`src/rtl/id_pipe_stage.sv`:
```
// Decode stage: regfile read, EX/MEM forwarding, load-use/hazard stall, registered ID/EX payload.
// One cycle from accept to out_valid; holds payload while out_valid && !out_ready, stalls upstream on hazards.
module id_pipe_stage #(
  parameter int DW         = 32,
  parameter bit FWD_EN     = 1'b1,
  parameter bit SEXT_LOGIC = 1'b0
) (
  input  logic          clk,
  input  logic          rst,
  input  logic          in_valid,
  output logic          in_ready,
  input  logic [31:0]   pc_i,
  input  logic [31:0]   inst_i,
  output logic [4:0]    rf_raddr1_o,
  output logic [4:0]    rf_raddr2_o,
  input  logic [DW-1:0] rf_rdata1_i,
  input  logic [DW-1:0] rf_rdata2_i,
  input  logic          ex_we_i,
  input  logic [4:0]    ex_waddr_i,
  input  logic [DW-1:0] ex_wdata_i,
  input  logic          ex_is_load_i,
  input  logic          mem_we_i,
  input  logic [4:0]    mem_waddr_i,
  input  logic [DW-1:0] mem_wdata_i,
  input  logic          flush_i,
  output logic          out_valid,
  input  logic          out_ready,
  output logic [31:0]   pc_o,
  output logic [5:0]    opcode_o,
  output logic [5:0]    funct_o,
  output logic [4:0]    shamt_o,
  output logic [DW-1:0] alu_a_o,
  output logic [DW-1:0] alu_b_o,
  output logic [DW-1:0] store_data_o,
  output logic          we_o,
  output logic [4:0]    waddr_o,
  output logic          mem_rd_o,
  output logic          mem_wr_o,
  output logic          illegal_o,
  output logic [15:0]   stall_cnt_o
);

  localparam logic [5:0] OP_R = 6'h00, OP_BEQ = 6'h04, OP_ADDIU = 6'h09, OP_ANDI = 6'h0C;
  localparam logic [5:0] OP_ORI = 6'h0D, OP_XORI = 6'h0E, OP_LUI = 6'h0F, OP_LW = 6'h23, OP_SW = 6'h2B;
  localparam logic [5:0] FN_SLL = 6'h00, FN_SRL = 6'h02, FN_ADDU = 6'h21, FN_SUBU = 6'h23;
  localparam logic [5:0] FN_AND = 6'h24, FN_OR = 6'h25, FN_XOR = 6'h26, FN_SLT = 6'h2A;

  logic [5:0]  opcode, funct;
  logic [4:0]  rs, rt, rd, shamt;
  logic [15:0] imm;

  assign opcode = inst_i[31:26];
  assign rs     = inst_i[25:21];
  assign rt     = inst_i[20:16];
  assign rd     = inst_i[15:11];
  assign shamt  = inst_i[10:6];
  assign funct  = inst_i[5:0];
  assign imm    = inst_i[15:0];

  assign rf_raddr1_o = rs;
  assign rf_raddr2_o = rt;

  logic [DW-1:0] imm_sext, imm_zext, imm_lui, imm_ext;
  logic legal, use_rs, use_rt, is_ld, is_st, is_br;

  assign imm_sext = DW'($signed(imm));
  assign imm_zext = DW'(imm);
  assign imm_lui  = DW'($signed({imm, 16'h0000}));

  always_comb begin
    legal   = 1'b0;
    use_rs  = 1'b0;
    use_rt  = 1'b0;
    is_ld   = 1'b0;
    is_st   = 1'b0;
    is_br   = 1'b0;
    imm_ext = '0;
    case (opcode)
      OP_R: begin
        case (funct)
          FN_SLL, FN_SRL: begin
            legal  = 1'b1;
            use_rt = 1'b1;
          end
          FN_ADDU, FN_SUBU, FN_AND, FN_OR, FN_XOR, FN_SLT: begin
            legal  = 1'b1;
            use_rs = 1'b1;
            use_rt = 1'b1;
          end
          default: legal = 1'b0;
        endcase
      end
      OP_ORI, OP_ANDI, OP_XORI: begin
        legal   = 1'b1;
        use_rs  = 1'b1;
        imm_ext = SEXT_LOGIC ? imm_sext : imm_zext;
      end
      OP_LUI: begin
        legal   = 1'b1;
        imm_ext = imm_lui;
      end
      OP_ADDIU, OP_LW: begin
        legal   = 1'b1;
        use_rs  = 1'b1;
        is_ld   = (opcode == OP_LW);
        imm_ext = imm_sext;
      end
      OP_SW, OP_BEQ: begin
        legal   = 1'b1;
        use_rs  = 1'b1;
        use_rt  = 1'b1;
        is_st   = (opcode == OP_SW);
        is_br   = (opcode == OP_BEQ);
        imm_ext = imm_sext;
      end
      default: legal = 1'b0;
    endcase
  end

  // EX has priority over MEM because it carries the younger value.
  logic          ex_hit_a, ex_hit_b, mem_hit_a, mem_hit_b;
  logic [DW-1:0] op_a, op_b;

  assign ex_hit_a  = ex_we_i && (ex_waddr_i == rs) && (rs != 5'd0);
  assign ex_hit_b  = ex_we_i && (ex_waddr_i == rt) && (rt != 5'd0);
  assign mem_hit_a = mem_we_i && (mem_waddr_i == rs) && (rs != 5'd0);
  assign mem_hit_b = mem_we_i && (mem_waddr_i == rt) && (rt != 5'd0);

  assign op_a = (rs == 5'd0) ? '0 :
                (FWD_EN && ex_hit_a) ? ex_wdata_i :
                mem_hit_a ? mem_wdata_i : rf_rdata1_i;
  assign op_b = (rt == 5'd0) ? '0 :
                (FWD_EN && ex_hit_b) ? ex_wdata_i :
                mem_hit_b ? mem_wdata_i : rf_rdata2_i;

  logic haz_a, haz_b, stall, accept;
  assign haz_a  = (ex_hit_a && (ex_is_load_i || !FWD_EN)) || (!FWD_EN && mem_hit_a);
  assign haz_b  = (ex_hit_b && (ex_is_load_i || !FWD_EN)) || (!FWD_EN && mem_hit_b);
  assign stall  = in_valid && ((use_rs && haz_a) || (use_rt && haz_b));

  assign in_ready = !rst && !stall && (!out_valid || out_ready);
  assign accept   = in_valid && in_ready;

  logic [4:0] waddr;
  assign waddr = (opcode == OP_R) ? rd : rt;

  always_ff @(posedge clk) begin
    if (rst) begin
      out_valid    <= 1'b0;
      pc_o         <= '0;
      opcode_o     <= '0;
      funct_o      <= '0;
      shamt_o      <= '0;
      alu_a_o      <= '0;
      alu_b_o      <= '0;
      store_data_o <= '0;
      we_o         <= 1'b0;
      waddr_o      <= '0;
      mem_rd_o     <= 1'b0;
      mem_wr_o     <= 1'b0;
      illegal_o    <= 1'b0;
      stall_cnt_o  <= '0;
    end else begin
      if (stall && !flush_i && (stall_cnt_o != 16'hFFFF))
        stall_cnt_o <= stall_cnt_o + 16'd1;
      if (flush_i) begin
        out_valid <= 1'b0;
      end else if (accept) begin
        out_valid    <= 1'b1;
        pc_o         <= pc_i;
        opcode_o     <= opcode;
        funct_o      <= funct;
        shamt_o      <= shamt;
        alu_a_o      <= op_a;
        // Only SW among the rt users takes the immediate as its B operand.
        alu_b_o      <= (use_rt && !is_st) ? op_b : imm_ext;
        store_data_o <= is_st ? op_b : '0;
        we_o         <= legal && !is_st && !is_br && (waddr != 5'd0);
        waddr_o      <= waddr;
        mem_rd_o     <= is_ld;
        mem_wr_o     <= is_st;
        illegal_o    <= !legal;
      end else if (out_ready) begin
        out_valid <= 1'b0;
      end
    end
  end

endmodule

```
`config.mk`:
```
export PLATFORM = sky130hd
export DESIGN_NAME = id_pipe_stage
export DESIGN_NICKNAME = d
export VERILOG_FILES = /design/src/rtl/id_pipe_stage.sv
export SDC_FILE = /design/constraint.sdc
export NUM_CORES = 1
export LEC_CHECK = 0
export ABC_AREA = 1
export BUFFER_PORTS_ARGS = -buffer_cell sky130_fd_sc_hd__clkbuf_2
export CELL_PAD_IN_SITES_DETAIL_PLACEMENT = 0
export CELL_PAD_IN_SITES_GLOBAL_PLACEMENT = 1
export CORE_ASPECT_RATIO = 0.9
export CORE_MARGIN = 2
export CORE_UTILIZATION = 36
export CTS_BUF_LIST = sky130_fd_sc_hd__clkbuf_16
export DETAILED_ROUTE_END_ITERATION = 10
export GPL_TIMING_DRIVEN = 1
export HOLD_SLACK_MARGIN = 0.15
export PLACE_DENSITY = 0.84
export REMOVE_ABC_BUFFERS = 1
export SYNTH_ARGS = -nofsm -noshare
export SYNTH_HDL_FRONTEND = slang
export SYNTH_SLANG_ARGS = --single-unit
```
`constraint.sdc`:
```
create_clock -name clk -period 4.89 [get_ports clk]
set_clock_uncertainty 0.1 [all_clocks]
set_input_delay 0.7335 -clock clk [delete_from_list [all_inputs] [get_ports clk]]
set_output_delay 0.7335 -clock clk [all_outputs]
set_load 0.005 [all_outputs]
```
==> out/qor.yml <==
cts.path.max_buffers: 2
fillers: 3162
path_cells: "clkbuf_2, inv_2, nand3_1, nor2_1, nor2_4, nand2_2, inv_2, nand2_2, nand2_4, nand2_2, nand4_4, buf_12, nand2_1, o21ai_1, nor2_1"
worstPathArrival_ns: 3.74
hp-class: "flop to flop"
clock.fmax_mhz: 283
grt_pass1_vias: 11300
grt_pass1_wl_mm: 62.8
maxCapViolCount: 0
grt_max_degree: 187
yosysWarnings: 0
gp_congestion: 0.875
tightest_slew_ns: 1.19
antenna_found_initial: 1
drc: 0
clk_latency_ns: 0.43
powerDensity_nw_per_um2: 262
start_kind: "primary input"
overflow: 0
row_count: 59
hold_buffers: 0
path_common_cell: "nand2_2"
synth_area_leaders: "dfxtp_1, nand2_1, nand3_1, inv_1, a21oi_1"
grt_usage_pct: 26.0
maxSlewHeadroom_pct: 20.3
cts-buffers-inserted: 17
yosysTopAreaCellShare_pct: 32.7
final_cell_mix: "nand2_1, clkbuf_2, inv_1"
core-area_sq_um: 28800
run_status: "finished, final reports clean"
num_vias: 12300
cts_tree: "yes"
start_util_pct: 36.4
syn_area_per_cell_sq_um: 6.02
drive_above_1_share_pct: 23.7
cts_root_buf: "clkbuf_16"
crit_family: "simple AND/OR/NAND/NOR gates"
report.final.slew_viol_count: 0
ir_worst_vdd_mv: 0.223
dieArea_sq_um: 30500
finalSetupViolCount: 0
crit_slowest_cell: "nor2_4"
antenna_left: 0
syn_inst: 1739
vias_per_cell: 5.09
dr.pass1.iters: 5
rsz0062_at_grt: "false"
synthesis.area_sq_um: 10500
portBuffers: 391
fin_nets: 2243
cp.required_ns: 5.10
syn2layout_area_growth_pct: 24.1
seq_area_frac_synth_pct: 32.7
final_util_pct: 45.1
cts.clk_slew.worst_paths_ns: 0.08
post-route-period-util_pct: 72.2
io_pins: 392
wire_per_inst_um: 16.8
dpl.hpwl_mm: 28.6
synth_cell_type_count: 33
end_kind: "flop"
final_common_cell: "nand2_1"
ys_seq_elements: 171
crit_fanout: 186
drt_iter0_markers: 740
cts_sinks: 171
die_h_um: 166
die_w_um: 184
setup_tns_ns: 0
crit_buf_inv: 4
period_needed_ns: 3.53
hold_viol: 0
power_leakage_nw: 6.85
ctsResizeCount: 0
placed_cell_area_sq_um: 12400
synth_top_area_cell: "dfxtp_1"
design_area_sq_um: 13000
wirelength_mm: 40.6
htreeDepth: 4
worst-setup-path-type: "primary input to flop"
max_stage_delay_ns: 0.65
cts_setup_buffers: 0
-- cells by family after synthesis --
logic type	after synthesis	share of synthesized area, %
buffers and inverters	366	14.6
flip-flops	171	32.7
XOR/XNOR	12	1.00
adder cells (fa/ha/maj)	1	0.119
AO/OA/AOI/OAI	236	11.5
AND/OR/NAND/NOR	953	40.1
-- worst paths after layout --
path | end | slack, ns | cells past startpoint | from
max | alu_a_o[3] | 1.36 | 15 | inst_i[17]
max reg2reg | alu_a_o[3] | 2.35 | 8 | out_valid
min | waddr_o[1] | 0.37 | 2 | waddr_o[1]
min reg2reg | waddr_o[1] | 0.37 | 2 | waddr_o[1]
-- metrics by stage --
stage / cells / setup WS (ns) / hold slack, ns / total power (W)
2_1_floorplan: 1606 / -1.44 / 0.356 / 0.00177
3_3_place_gp: 2379 / 1.04 / 0.350 / 0.00207
3_5_place_dp: 2379 / 0.978 / 0.358 / 0.00207
4_1_cts: 2411 / 1.44 / 0.369 / 0.00345
5_1_grt: 2411 / 1.14 / 0.381 / 0.00358
6_report: 2412 / 1.36 / 0.367 / 0.00341
-- cell usage after synthesis --
cell	number
xnor2_1	5
buf_4	12
nor4_1	4
clkbuf_1	78
a31oi_1	1
nand4_1	97
nor3_1	9
buf_1	8
buf_2	24
nand3_2	5
ha_1	1
a21oi_1	135
nor2_1	164
a21oi_4	1
inv_1	212
o21ai_0	57
nand2_2	4
nand3_1	203
xor2_1	7
nor2_2	4
nor2_4	2
nand4_2	2
inv_2	20
buf_6	11
nand3b_1	1
clkinv_1	1
dfxtp_1	171
o22ai_1	3
nand2_1	456
nor3_2	1
a21boi_1	1
o21ai_1	38
nand2_4	1
-- sequential cells by signal, summed over array words and instances (netlist names) --
name / count
store_data_o: 32
waddr_o: 5
shamt_o: 5
mem_rd_o: 1
illegal_o: 1
funct_o: 6
we_o: 1
pc_o: 32
opcode_o: 6
mem_wr_o: 1
out_valid: 1
alu_b_o: 32
alu_a_o: 32
stall_cnt_o: 16
-- cell type report --
type	count	area (sq um)	area share [%]
sequential	171	3420	26.3
clock buffer	17	425	3.27
clock inverter	15	156	1.20
inverter	233	876	6.74
timing repair buffer	407	2090	16.1
multi-input combinational	1202	5560	42.8
antenna	1	2.50	0.0193
tap	366	458	3.52
-- power breakdown --
part | total, W | switching, W | internal, W
registers | 0.00146 | 0.0000241 | 0.00144
logic | 0.000583 | 0.000382 | 0.000201
clock network | 0.00137 | 0.000686 | 0.000682
-- worst min-delay path, stage by stage (launching register included) --
cell and delay (ns):
dfxtp_1 0.31, nand2_1 0.06, a21oi_1 0.06
-- per-layer routing --
| layer | share of wire (%) | wire length (um) | vias to the layer above | global-route usage [%] |
|---|---|---|---|---|
| li1 | - | - | 6158 | - |
| met1 | 44 | 18000 | 5659 | 34.7 |
| met2 | 47 | 19200 | 439 | 43.8 |
| met3 | 7.0 | 2840 | 32 | 5.15 |
| met4 | 1.3 | 546 | 0 | 4.80 |
| met5 | 0 | 0 | - | 0 |
Power figures use the tool's default switching activity.
